===== config.mk =====
export PLATFORM = sky130hd
export DESIGN_NAME = uart_tx
export DESIGN_NICKNAME = d
export VERILOG_FILES = /design/src/rtl/uart_tx.sv
export SDC_FILE = /design/constraint.sdc
export NUM_CORES = 1
export LEC_CHECK = 0
export ABC_AREA = 1
export CAP_MARGIN = 20
export CORE_ASPECT_RATIO = 0.7
export CORE_MARGIN = 4
export CORE_UTILIZATION = 30
export DETAILED_ROUTE_END_ITERATION = 10
export SYNTH_ARGS = -nofsm -noshare
export SYNTH_HDL_FRONTEND = slang
export SYNTH_SLANG_ARGS = --single-unit

===== constraint.sdc =====
create_clock -name clk -period 1.55 [get_ports clk]
set_input_delay 0.2325 -clock clk [delete_from_list [all_inputs] [get_ports clk]]
set_output_delay 0.2325 -clock clk [all_outputs]
set_load 0.03 [all_outputs]

===== src/rtl/uart_tx.sv =====
// UART transmitter: serialises one DATA_BITS word per request, LSB first, with
// start/stop framing timed off a shared OVERSAMPLE x baud tick.
module uart_tx #(
    parameter int DATA_BITS  = 8,
    parameter int SB_TICK    = 16,
    parameter int OVERSAMPLE = 16
) (
    input  logic                 clk,
    input  logic                 rst,
    input  logic                 i_tick,
    input  logic                 i_tx_start,
    input  logic [DATA_BITS-1:0] i_tx_data,
    output logic                 o_tx_done,
    output logic                 o_tx
);

    localparam int TMAX = (OVERSAMPLE > SB_TICK) ? OVERSAMPLE : SB_TICK;
    localparam int TW   = (TMAX > 1) ? $clog2(TMAX) : 1;
    localparam int BW   = (DATA_BITS > 1) ? $clog2(DATA_BITS) : 1;

    localparam logic [TW-1:0] OS_LAST  = TW'(OVERSAMPLE - 1);
    localparam logic [TW-1:0] SB_LAST  = TW'(SB_TICK - 1);
    localparam logic [BW-1:0] BIT_LAST = BW'(DATA_BITS - 1);

    localparam logic [1:0] S_IDLE  = 2'd0;
    localparam logic [1:0] S_START = 2'd1;
    localparam logic [1:0] S_DATA  = 2'd2;
    localparam logic [1:0] S_STOP  = 2'd3;

    logic [1:0]           state_q, state_d;
    logic [TW-1:0]        tick_q, tick_d;
    logic [BW-1:0]        bit_q, bit_d;
    logic [DATA_BITS-1:0] sh_q, sh_d;
    logic                 tx_q, tx_d;
    logic [DATA_BITS-1:0] sh_next;

    assign sh_next = sh_q >> 1;

    always_comb begin
        state_d = state_q;
        tick_d  = tick_q;
        bit_d   = bit_q;
        sh_d    = sh_q;
        tx_d    = tx_q;
        case (state_q)
            S_IDLE: begin
                tx_d = 1'b1;
                // A tick coinciding with acceptance is deliberately not counted.
                if (i_tx_start) begin
                    sh_d    = i_tx_data;
                    tick_d  = '0;
                    state_d = S_START;
                    tx_d    = 1'b0;
                end
            end
            S_START: begin
                if (i_tick) begin
                    if (tick_q == OS_LAST) begin
                        tick_d  = '0;
                        bit_d   = '0;
                        state_d = S_DATA;
                        tx_d    = sh_q[0];
                    end else begin
                        tick_d = tick_q + TW'(1);
                    end
                end
            end
            S_DATA: begin
                if (i_tick) begin
                    if (tick_q == OS_LAST) begin
                        tick_d = '0;
                        if (bit_q == BIT_LAST) begin
                            state_d = S_STOP;
                            tx_d    = 1'b1;
                        end else begin
                            sh_d  = sh_next;
                            bit_d = bit_q + BW'(1);
                            tx_d  = sh_next[0];
                        end
                    end else begin
                        tick_d = tick_q + TW'(1);
                    end
                end
            end
            default: begin
                tx_d = 1'b1;
                if (i_tick) begin
                    if (tick_q == SB_LAST) begin
                        tick_d  = '0;
                        state_d = S_IDLE;
                    end else begin
                        tick_d = tick_q + TW'(1);
                    end
                end
            end
        endcase
    end

    // The line is a flop preset high, so an abort drives it straight to idle.
    always_ff @(posedge clk or negedge rst) begin
        if (!rst) begin
            state_q <= S_IDLE;
            tick_q  <= '0;
            bit_q   <= '0;
            sh_q    <= '0;
            tx_q    <= 1'b1;
        end else begin
            state_q <= state_d;
            tick_q  <= tick_d;
            bit_q   <= bit_d;
            sh_q    <= sh_d;
            tx_q    <= tx_d;
        end
    end

    assign o_tx      = tx_q;
    assign o_tx_done = (state_q == S_IDLE);

endmodule


==> metrics.txt <==
worst-path cell chain ha_1 -> ha_1 -> nand2_1 -> nand2_1 -> nand3b_4 -> nand2_1 -> o21ai_2; Synth Area in Simple Gates 25.7%; DR pass1 iterations 4; WS Path Type reg -> reg; Seq/Total Area, Yosys 40.5%; initial antenna violation count 0; root buffer cell clkbuf_8; Worst Path Max Fanout 8; Peak VDD IR 0.000668 V; minimum clock period 1.46 ns; Initial Util 31.3%; Rows 18; fin crit share 94.4%; endpoints failing hold 0; first-pass GRT wire length 4.12 mm; area share of the largest cell type after synthesis 38.2%; RR Startpoint bit_q[0]$_DFFE_PN0P_; DP Wirelength 1.73 mm; vias in the first global route 941; Die Y 59 um; Mapped Avg Cell Area 8.64 um2; max incr delay on CP 0.40 ns; main area contributors after synthesis dfrtp_1 (38%), nand2_1 (14%), ha_1 (9.0%); die area 0.00477 mm2; Compound-Gate Fraction of Synth Area 13.0%; most used cell, CP nand2_1; Placer Congestion 0.816; worst endpoint required time 1.70 ns; synth warn 0; final WL 2.37 mm; syn_nets 149; Primary FF master, synth dfrtp_1; xor/xnor share of the synthesized area 0%; GRT Util Overall 11.0%; Syn Inst Count 129; fraction of layout cells with a size suffix above 1 24.5%; DR vias 939; CP Capture Type register; R2R cell count 7; Setup Viol. Count Final 0; ANT cells 0; fin cells 201; Leak 0.692 nW; total power 2.70 mW; pin count of the biggest net entering global routing 19; clock slew at reported path FFs 0.08 ns; Layout Area Growth over Synthesis 28.8%; DRC 0; arrival time worst endpoint 1.61 ns; Async SR Flop Fraction 100%; top-count cell post-synth nand2_1; largest area contributor in the netlist dfrtp_1; flops & latches, synth 18; adder-cell share of the synthesized area 8.98%; max-slew violations 0; layout net count 172; routed vias/inst 4.67; post-synthesis mux area share 5.39%; Num CTS Buffers 3; most frequent cells after synthesis nand2_1 (43), dfrtp_1 (17), ha_1 (8), inv_1 (8), o21ai_2 (8); status finished, final reports clean; worst skew pair latency 0.26 ns; drt wl/cell 11.8 um; Max Clock Skew 0.00682 ns; MaxCap Viol Count 0; Hold Crit Class in -> async; clock sink count 18; Longest Clk Path Bufs 2; DIE WIDTH 80.9 um; Least-Margin Pin Slew 0.300 ns; Post-DRT Antenna Nets 0; H-tree depth 1; largest family of logic cells by synthesized area simple AND/OR/NAND/NOR gates; CORE AREA 0.00356 mm2; IO Pins 14; PD cells 1880 mW/mm2; EDFF count, synth 0; Slew headroom 80.1%; reg2reg setup slack 0.09 ns; synthesized area 0.00111 mm2; Max Fclk 0.683 GHz; RR Endpoint sh_q[2]$_DFFE_PN0P_; TritonCTS clock tree yes; Yosys cell types 21; drt first-iter violations 67; input/output buffers 13; CP max-delay cell dfrtp_1; GR Overflow Total 0; Startpoint Class register; placed cells 195
repair_timing:
item | 4_1_cts | 5_1_grt
setup buffers | 0 | 1
pin swaps | 0 | 0
gates resized for setup | 3 | 8
hold buffers | 0 | 0
setup endpoints to repair | 11 | 11
gates cloned | 1 | 0
layout by cell type, fill, tap and decap left out, drive strengths merged:
cell | netlist | routed
nand3 | 8 | 8
clkbuf | 0 | 4
dlygate4sd2 | 0 | 1
nand4 | 2 | 2
buf | 3 | 8
a21oi | 5 | 5
ha | 8 | 8
clkdlybuf4s50 | 0 | 11
mux2i | 6 | 6
o22ai | 1 | 1
dfrtp | 17 | 17
inv | 10 | 10
nand2 | 45 | 45
dfstp | 1 | 1
nand3b | 1 | 2
o21ai | 13 | 13
nor2 | 8 | 8
a21boi | 1 | 1
sequential cells by signal, summed over array words and instances (netlist names):
register  cells
o_tx          1
state_q       2
sh_q          8
bit_q         3
tick_q        4
kinds of logic after synthesis:
family | count (synthesis)
buffers and inverters | 13
muxes | 6
and+or+nand+nor | 64
adders and majority gates | 8
DFF | 18
AOI/OAI and AO/OA | 20
layer usage:
| layer | wire length, um | share of wire (%) | track usage [%] |
|---|---|---|---|
| met4 | 0 | 0 | 2.17 |
| met1 | 1210 | 51 | 15.4 |
| met5 | 0 | 0 | 0 |
| met3 | 124 | 5.2 | 3.80 |
| met2 | 1030 | 43 | 16.6 |
worst max-delay path: cells and delay by family (launching register included):
family                     cells  cell delay [ns]
DFF                            1             0.40
adders and majority gates      2             0.43
AOI/OAI and AO/OA              1             0.05
and+or+nand+nor                4             0.46
how the worst max path moves through the flow:
| stage | startpoint | to | cells past startpoint |
|---|---|---|---|
| detailed placement | state_q[0]$_DFFE_PN0P_ | sh_q[7]$_DFFE_PN0P_ | 7 |
| global placement | state_q[0]$_DFFE_PN0P_ | sh_q[1]$_DFFE_PN0P_ | 7 |
| finish | bit_q[0]$_DFFE_PN0P_ | sh_q[2]$_DFFE_PN0P_ | 7 |
| floorplan | state_q[0]$_DFFE_PN0P_ | sh_q[6]$_DFFE_PN0P_ | 8 |
| CTS | state_q[1]$_DFFE_PN0P_ | state_q[0]$_DFFE_PN0P_ | 9 |
| global route | state_q[0]$_DFFE_PN0P_ | state_q[0]$_DFFE_PN0P_ | 9 |
through the flow:
stage | hold WS (ns) | worst slack [ns] | util [%] | instance area [um2] | setup TNS, ns
finish | 0.298 | 0.0868 | 40.4 | 1440 | 0
global route | 0.327 | -0.0117 | 40.4 | 1440 | -0.0144
CTS | 0.310 | 0.0240 | 39.2 | 1400 | 0
detailed placement | 0.471 | -0.0661 | 37.1 | 1320 | -0.440
global placement | 0.461 | -0.00820 | 37.1 | 1320 | -0.0232
floorplan | -0.0631 | 0.0540 | - | 1120 | 0
power breakdown:
part / internal [mW] / switching, mW
clock network: 0.226 / 0.177
registers: 0.659 / 0.103
logic: 0.633 / 0.903
total: 1.52 / 1.18
cell type report:
cell class | instances | area (um2)
tap | 50 | 62.6
multi-input combinational | 99 | 648
sequential | 18 | 452
timing repair buffer | 20 | 179
clock buffer | 4 | 55.1
inverter | 10 | 40.0
fill | 372 | 2120
(Power assumes the default switching activity.)
